[config.mk]
export PLATFORM = sky130hd
export DESIGN_NAME = switch_conditioner
export DESIGN_NICKNAME = d
export VERILOG_FILES = /design/src/rtl/switch_conditioner.sv
export SDC_FILE = /design/constraint.sdc
export NUM_CORES = 1
export LEC_CHECK = 0
export ABC_AREA = 1
export BUFFER_PORTS_ARGS = -buffer_cell sky130_fd_sc_hd__buf_2
export CORE_MARGIN = 3
export CORE_UTILIZATION = 25
export CTS_BUF_LIST = sky130_fd_sc_hd__clkbuf_16
export DETAILED_ROUTE_END_ITERATION = 12
export PLACE_DENSITY = 0.45
export SLEW_MARGIN = 20
export SYNTH_ARGS = -nofsm -noshare
export SYNTH_HDL_FRONTEND = slang
export SYNTH_SLANG_ARGS = --single-unit
[constraint.sdc]
create_clock -name i_Clk -period 2.8 [get_ports i_Clk]
set_input_delay 0.28 -clock i_Clk [delete_from_list [all_inputs] [get_ports i_Clk]]
set_output_delay 0.28 -clock i_Clk [all_outputs]
set_load 0.005 [all_outputs]
[src/rtl/switch_conditioner.sv]
`default_nettype none
// ============================================================================
//  Module      : switch_conditioner
//  Description : Multi-channel mechanical switch conditioner. Each raw input
//                is synchronized, debounced with a saturating-free counter,
//                and converted into a clean level plus one-clock press and
//                release pulses.
//  Revision    : 1.0 - initial release
// ============================================================================
module switch_conditioner #(
  parameter int g_DEBOUNCE_LIMIT = 250000,
  parameter int g_NUM_SWITCHES   = 4
) (
  input  logic                      i_Clk,
  input  logic                      i_Reset,
  input  logic [g_NUM_SWITCHES-1:0] i_Switches,
  output logic [g_NUM_SWITCHES-1:0] o_Switches,
  output logic [g_NUM_SWITCHES-1:0] o_Pressed,
  output logic [g_NUM_SWITCHES-1:0] o_Released,
  output logic                      o_Any_Released
);

  // Counter must hold values up to g_DEBOUNCE_LIMIT-1; keep at least one bit
  // so the degenerate limit of 1 still elaborates cleanly.
  localparam int c_CNT_RAW_W = $clog2(g_DEBOUNCE_LIMIT + 1);
  localparam int c_CNT_W     = (c_CNT_RAW_W < 1) ? 1 : c_CNT_RAW_W;

  localparam logic [c_CNT_W-1:0] c_CNT_LAST = c_CNT_W'(g_DEBOUNCE_LIMIT - 1);
  localparam logic [c_CNT_W-1:0] c_CNT_ZERO = '0;
  localparam logic [c_CNT_W-1:0] c_CNT_ONE  = c_CNT_W'(1);

  // Two-stage synchronizer; only sync_q is ever consumed downstream.
  logic [g_NUM_SWITCHES-1:0] meta_q;
  logic [g_NUM_SWITCHES-1:0] sync_q;

  // Debounced state and registered pulse outputs.
  logic [g_NUM_SWITCHES-1:0] switches_q, switches_d;
  logic [g_NUM_SWITCHES-1:0] pressed_q,  pressed_d;
  logic [g_NUM_SWITCHES-1:0] released_q, released_d;

  // Per-channel debounce counters.
  logic [c_CNT_W-1:0] cnt_q [g_NUM_SWITCHES];
  logic [c_CNT_W-1:0] cnt_d [g_NUM_SWITCHES];

  // Per-channel decode: a transition is committed only on the edge where the
  // mismatch has already persisted for g_DEBOUNCE_LIMIT-1 prior edges, so the
  // counter never reaches g_DEBOUNCE_LIMIT and cannot wrap.
  generate
    for (genvar i = 0; i < g_NUM_SWITCHES; i++) begin : g_chan
      logic w_mismatch;
      logic w_commit;

      assign w_mismatch = sync_q[i] ^ switches_q[i];
      assign w_commit   = w_mismatch && (cnt_q[i] == c_CNT_LAST);

      assign cnt_d[i]      = (!w_mismatch || w_commit) ? c_CNT_ZERO
                                                       : (cnt_q[i] + c_CNT_ONE);
      assign switches_d[i] = w_commit ? sync_q[i] : switches_q[i];
      assign pressed_d[i]  = w_commit &&  sync_q[i];
      assign released_d[i] = w_commit && !sync_q[i];
    end : g_chan
  endgenerate

  // Synchronizer flops; cleared asynchronously so a held switch re-debounces
  // from scratch after reset.
  always_ff @(posedge i_Clk or posedge i_Reset) begin
    if (i_Reset) begin
      meta_q <= '0;
      sync_q <= '0;
    end else begin
      meta_q <= i_Switches;
      sync_q <= meta_q;
    end
  end

  // Debounce counters; reset discards any partial count.
  always_ff @(posedge i_Clk or posedge i_Reset) begin
    if (i_Reset) begin
      for (int k = 0; k < g_NUM_SWITCHES; k++) begin
        cnt_q[k] <= c_CNT_ZERO;
      end
    end else begin
      for (int k = 0; k < g_NUM_SWITCHES; k++) begin
        cnt_q[k] <= cnt_d[k];
      end
    end
  end

  // Debounced level and one-clock edge pulses.
  always_ff @(posedge i_Clk or posedge i_Reset) begin
    if (i_Reset) begin
      switches_q <= '0;
      pressed_q  <= '0;
      released_q <= '0;
    end else begin
      switches_q <= switches_d;
      pressed_q  <= pressed_d;
      released_q <= released_d;
    end
  end

  assign o_Switches     = switches_q;
  assign o_Pressed      = pressed_q;
  assign o_Released     = released_q;
  assign o_Any_Released = |released_q;

endmodule : switch_conditioner
`default_nettype wire

==> Word-level counts from Yosys, hierarchy flattened <==
Index checks and enable logic that the tools add are counted.
{ "classes": {"n_addsub": 4, "n_bitwise": 4, "reduce_logical": 25, "mux": 4, "n_eq_ne": 4} }
{ "op_table": {"columns": ["op", "count"], "rows": [
  ["18-bit by 1-bit adder with 18-bit output, second input constant", 4],
  ["18-bit equality test, second input constant", 4],
  ["18-bit two-way mux", 4],
  ["1-bit logical AND", 12],
  ["1-bit zero test", 8],
  ["1-bit logical OR", 4],
  ["4-bit OR reduction", 1],
  ["1-bit XOR", 4]
]} }
{ "word_totals": {"reg_bits": 92, "out_inout_bits": 13, "in_bits": 6} }

==> Logic depth before layout (Yosys ltp) <==
Gate-level depths: netlist of the first run.
{ "logic_depth": {"ltp_word": 4, "mapped_depth": 9, "depth_no_buf": 9} }

==> Least setup slack after synthesis of the first run <==
Ideal clock, no wire load.
{ "synth_path": {"kind": "register -> register", "from": "register cnt_q[36] in the netlist's numbering", "to": "register cnt_q[40] in the netlist's numbering", "t_arrival_ns": 1.335, "path_buffers": 1, "setup_slack_ns": 1.343, "synth_period_minus_slack_ns": 1.457, "path_stages_with_launch": 10, "setup_time_ns": 0.122, "path_cell_list": "dfrtp_1 -> ha_1 -> nand2_2 -> nor2_4 -> inv_2 -> nor2_2 -> nand2_2 -> nand2_4 -> buf_12 -> nor2_2"} }
{ "synth_rtl": {"columns": ["element", "line_no", "text"], "rows": [
  ["start: declaration", "42", "logic [c_CNT_W-1:0] cnt_q [g_NUM_SWITCHES];"],
  ["start signal: indexed assignment", "80", "cnt_q[k] <= c_CNT_ZERO;"],
  ["start signal: indexed assignment", "84", "cnt_q[k] <= cnt_d[k];"]
]} }

==> Final worst setup path of the first run <==
{ "layout_path": {"from": "register released_q[0] (netlist: o_Released[0])", "to": "output port o_Any_Released"} }
{ "layout_via": {"elab_chain_cells": 1} }
{ "layout_rtl": {"columns": ["element", "line_no", "text"], "rows": [
  ["start: declaration", "39", "logic [g_NUM_SWITCHES-1:0] released_q, released_d;"],
  ["start signal: assignment", "98", "released_q <= released_d;"],
  ["4-bit OR reduction", "105", "assign o_Any_Released = |released_q;"],
  ["end: declaration", "20", "output logic o_Any_Released"]
]} }
Every way passes these cells.

==> results.json, run 1 <==
{
  "skew_ns": 0.00532,
  "grt_pass1_wl_um": 17800,
  "p_comb_frac": 0.036,
  "portBuffers": 18,
  "relSlewSlack": 0.570,
  "fin_cells": 912,
  "drcViolationCount": 0,
  "syn_inst": 620,
  "fin_nets": 657,
  "die_y_um": 146,
  "start_kind": "register",
  "die_w_um": 146,
  "sw_frac_of_total": 0.226,
  "cp_max_fo": 2,
  "worst_slew_pin_slew_ns": 0.646,
  "io_pins": 19,
  "area_growth_pct": 14.3,
  "drive_above_1_share": 0.144,
  "rows": 50,
  "cp_slowest_cell": "or4_1",
  "hold_violations": 0,
  "setup_tns_ns": 0,
  "p_leak_uw": 0.00228,
  "htreeDepth": 3,
  "critPathRequiredTime_ns": 2.52,
  "utilization": 0.295,
  "wirelength_um": 10100,
  "grt-busiest-layer": "met2",
  "maxCapViolations": 0,
  "grt_usage": 0.100,
  "antennaDiodeCount": 0,
  "antenna_left": 0,
  "status": "complete, no violations",
  "met2_usage": 0.164,
  "criticalPathCategory": "register to output pin",
  "end_kind": "output pin",
  "dp.cells": 896,
  "min_period_ns": 1.68,
  "period_share": 0.599,
  "power_frac_seq": 0.488,
  "antenna_found_initial": 0,
  "yosys_register_bits": 92,
  "postCtsHoldBufs": 0,
  "dieArea_um2": 21300,
  "clk_latency_ns": 0.35,
  "grt_setup_unrepaired": "no",
  "fmax_mhz": 596,
  "first_pass_iters": 4,
  "yosys_warnings": 0,
  "root_buffer": "clkbuf_16",
  "setup_viol": 0,
  "ir_drop_v": 0.000297,
  "synth_seq_area_share": 0.469,
  "clk_pin_slew_worst_paths_ns": 0.07,
  "drt-initial-drc-count": 188,
  "wire_per_inst_um": 11.1,
  "synth_nets": 630,
  "grt_pass1_vias": 3699,
  "cp_slowest_stage_delay_ns": 0.50,
  "clockBufferDepth": 2,
  "viasPerCell": 4.14,
  "grt_max_degree": 51,
  "p_sw_uw": 633,
  "use_met3": 0.0310,
  "ys_types": 28,
  "gp_congestion": 0.796,
  "p_per_area_nw_per_um2": 499,
  "grt_overflow": 0,
  "cts_setup_buffers": 0,
  "hp-class": "primary input to async pin",
  "internal-power_uw": 2160,
  "cts_resized": 0,
  "initial_core_util": 0.258,
  "syn_area_um2": 4900,
  "drv_slew": 0,
  "dpl.hpwl_um": 7530,
  "cts.sinks": 92,
  "fp.coreArea_um2": 19000,
  "arrival_ns": 1.40,
  "globalRouteMet1Util": 0.127,
  "cts_made_buffers": 9,
  "vias": 3775,
  "synth.avg_cell_area_um2": 7.91,
  "clkPwrFrac": 0.476,
  "path_cells": "or4_1 > buf_2",
  "tritoncts": "yes"
}
[logic make-up after synthesis]
| kind of cell | Yosys count | synth area share |
|---|---|---|
| AO/OA/AOI/OAI | 23 | 0.0286 |
| adder cells (fa/ha/maj) | 4 | 0.0102 |
| XOR/XNOR | 33 | 0.0589 |
| AND/OR/NAND/NOR | 406 | 0.375 |
| buffers and inverters | 62 | 0.0582 |
| flip-flops | 92 | 0.469 |
[critical path: cells and delay by family (launching register included)]
kind / cells / cell delay [ns]
DFF: 1 / 0.42
buffers and inverters: 1 / 0.14
and+or+nand+nor: 1 / 0.50
[power by group through the flow]
stage	logic (µW)	clock network, µW	registers, µW
after detailed placement	105	0	1390
after floorplan	85.5	0	1390
final	99.8	1330	1370
after CTS	105	1390	1370
after global placement	104	0	1390
after global routing	118	1450	1370
[cell usage in the layout, fill, tap and decap left out, types with 4 or more instances in the layout]
master	instances
ha_1	4
o21bai_1	9
clkbuf_16	9
nand2_2	7
and2_1	5
nand4_1	11
inv_1	54
xnor2_1	5
nor3_1	6
xor2_1	28
o21ai_0	11
buf_2	18
nand2_1	151
or2_2	4
nand3b_1	8
nand3_1	38
dfrtp_1	92
nor2_1	132
nor2_2	34
[cells in the mapped netlist, drive strengths merged]
cell,n,area share
buf,4,0.014
inv,58,0.044
and2,5,0.0064
xor2,28,0.050
nand3b,8,0.012
or2,4,0.0051
nor3b,1,0.0026
o21ai,11,0.011
nand4,11,0.014
a21oi,2,0.0020
a21o,1,0.0015
or4,1,0.0015
xnor2,5,0.0089
ha,4,0.010
nor3,7,0.0094
nand3,39,0.041
o21bai,9,0.014
dfrtp,92,0.47
nand2,161,0.13
nor2,169,0.15
[area by class of cell]
| class | count | area [µm²] |
|---|---|---|
| inverters | 58 | 220 |
| clock buffers | 9 | 225 |
| well taps | 260 | 325 |
| clock inverters | 7 | 100 |
| multi-input cells | 466 | 2320 |
| fillers | 2078 | 13400 |
| repair buffers | 20 | 118 |
| flip-flops and latches | 92 | 2300 |
[per-layer routing]
layer | vias to the layer above | wire, µm
met5 | - | 0
met4 | 0 | 116
met3 | 10 | 323
met2 | 44 | 4660
met1 | 1734 | 5010
li1 | 1987 | -
[state kept, by name, indices dropped and copies added (netlist names)]
name,count
cnt_q,72
meta_q,4
o_Pressed,4
o_Released,4
o_Switches,4
sync_q,4
[final timing paths]
path                                         startpoint                      to  slack, ns  cells after the start
max in group asynchronous                       i_Reset     cnt_q[64]$_DFF_PP0_       2.15                      3
worst max-delay path            o_Released[0]$_DFF_PP0_          o_Any_Released       1.12                      2
worst max register to register      cnt_q[18]$_DFF_PP0_     cnt_q[33]$_DFF_PP0_       1.14                      8
worst min register to register      meta_q[0]$_DFF_PP0_     sync_q[0]$_DFF_PP0_       0.35                      0
worst min-delay path                            i_Reset  o_Pressed[2]$_DFF_PP0_       0.03                      2
min in group i_Clk                        i_Switches[3]     meta_q[3]$_DFF_PP0_       0.04                      1
[per-stage QoR]
stage,total power [µW],area [µm²],hold slack (ns),worst slack [ns]
5_1_grt,2940,5610,0.0151,1.02
3_5_place_dp,1500,5280,0.336,1.12
6_report,2800,5610,0.0250,1.12
2_1_floorplan,1470,4900,0.311,0.128
3_3_place_gp,1500,5280,0.333,1.17
4_1_cts,2860,5610,0.0225,1.10
Note: power is estimated with default switching activity, not from simulation.
==> run 2: changes to the inputs <==
- PLACE_DENSITY: 0.45 -> 0.44
- clock period: 2.8 -> 1.73 ns (I/O delays scaled with it)
==> results.json, run 2 (synthesis results as in run 1) <==
{
  "cp_slowest_cell": "or4_1",
  "skew_ns": 0.00711,
  "p_leak_uw": 0.00229,
  "drt-initial-drc-count": 180,
  "largest_reg_flops": 72,
  "internal-power_uw": 3220,
  "first_pass_iters": 4,
  "fp.coreArea_um2": 19000,
  "clockBufferDepth": 2,
  "maxCapViolations": 0,
  "start_kind": "register",
  "clkPwrFrac": 0.440,
  "criticalPathCategory": "register to output pin",
  "min_period_ns": 1.58,
  "grt_usage": 0.101,
  "hp-class": "register to register",
  "root_buffer": "clkbuf_16",
  "grt_pass1_vias": 3767,
  "cp_max_fo": 2,
  "antenna_found_initial": 0,
  "relSlewSlack": 0.671,
  "grt_overflow": 0,
  "cts_made_buffers": 9,
  "end_kind": "output pin",
  "dpl.hpwl_um": 7400,
  "tritoncts": "yes",
  "p_sw_uw": 1040,
  "whs_ns": 0.349,
  "p_per_area_nw_per_um2": 755,
  "io_pins": 19,
  "die_w_um": 146,
  "drcViolationCount": 0,
  "clk_latency_ns": 0.35,
  "path_cells": "or4_1 > buf_2",
  "fin_nets": 663,
  "grt_max_degree": 93,
  "status": "complete, no violations",
  "antenna_left": 0,
  "viasPerCell": 4.12,
  "final_cell_mix": "nand2_1 (151), nor2_1 (132), dfrtp_1 (92), inv_1 (54), nand3_1 (38)",
  "worst_slew_pin_slew_ns": 0.493,
  "sw_frac_of_total": 0.244,
  "drv_slew": 0,
  "period_share": 0.912,
  "gp_congestion": 0.826,
  "area_growth_pct": 15.1,
  "initial_core_util": 0.258,
  "wire_per_inst_um": 11.1,
  "grt_setup_unrepaired": "no",
  "htreeDepth": 3,
  "die_y_um": 146,
  "dieArea_um2": 21300,
  "dp.cells": 897,
  "p_comb_frac": 0.041,
  "vias": 3780,
  "mostFrequentLayoutCell": "nand2_1",
  "arrival_ns": 1.40,
  "cp_slowest_stage_delay_ns": 0.50,
  "rows": 50,
  "power_frac_seq": 0.519,
  "fin_cells": 918,
  "hold_violations": 0,
  "top_register": "cnt_q",
  "fmax_mhz": 634,
  "wirelength_um": 10200,
  "setup_viol": 0,
  "clk_pin_slew_worst_paths_ns": 0.07,
  "cts.sinks": 92,
  "setup_tns_ns": 0,
  "antennaDiodeCount": 0,
  "drive_above_1_share": 0.143,
  "critPathRequiredTime_ns": 1.56,
  "finalPower_uw": 4260,
  "portBuffers": 18,
  "grt_pass1_wl_um": 17800,
  "ir_drop_v": 0.000414
}
[run 2: layout make-up]
type	count	area, µm²
clock buffers	9	225
clock inverters	7	50.0
fillers	2065	13400
inverters	58	221
multi-input cells	466	2340
flip-flops and latches	92	2300
well taps	260	325
repair buffers	26	175
[run 2: what timing repair did]
item / 4_1_cts / 5_1_grt
setup endpoints to repair: 0 / 19
resized for setup: 0 / 3
hold buffers: 5 / 0
endpoints found under the hold margin: 96 / 0
buffers inserted: 0 / 0
[run 2: layer usage]
layer,vias to the layer above,part of all wire,GRT usage,wire length [µm]
met1,1746,0.49,0.131,4970
met4,0,0.015,0.0367,156
li1,1992,-,-,-
met3,11,0.035,0.0320,357
met5,-,0,0,0
met2,31,0.46,0.160,4680
[run 2: per-stage QoR]
stage	util	cell area, µm²	setup slack, ns
floorplan	-	4910	0.273
global placement	0.278	5290	0.157
detailed placement	0.278	5290	0.113
CTS	0.295	5620	0.108
global route	0.297	5640	0.0206
finish	0.297	5640	0.153
[run 2: path summary, 6_finish.rpt]
path / cells after the start / start / slack (ns) / end
min in group asynchronous: 4 / i_Reset / 0.50 / meta_q[3]$_DFF_PP0_
max: 2 / o_Released[0]$_DFF_PP0_ / 0.15 / o_Any_Released
min: 0 / meta_q[1]$_DFF_PP0_ / 0.35 / sync_q[1]$_DFF_PP0_
min reg2reg: 0 / meta_q[1]$_DFF_PP0_ / 0.35 / sync_q[1]$_DFF_PP0_
max reg2reg: 8 / cnt_q[36]$_DFF_PP0_ / 0.19 / cnt_q[46]$_DFF_PP0_
max in group asynchronous: 4 / i_Reset / 0.85 / cnt_q[68]$_DFF_PP0_
[run 2: power by group through the flow]
| stage | Combinational (µW) | Sequential [µW] | Clock [µW] |
|---|---|---|---|
| 6_report | 175 | 2210 | 1870 |
| 5_1_grt | 204 | 2210 | 2070 |
| 4_1_cts | 180 | 2210 | 1980 |
| 3_5_place_dp | 170 | 2250 | 0 |
| 3_3_place_gp | 169 | 2250 | 0 |
| 2_1_floorplan | 139 | 2250 | 0 |
[run 2: critical path, delay by kind of cell (launching register included)]
family	cells	cell delay [ns]
flip-flops	1	0.42
AND/OR/NAND/NOR	1	0.50
buffers and inverters	1	0.14
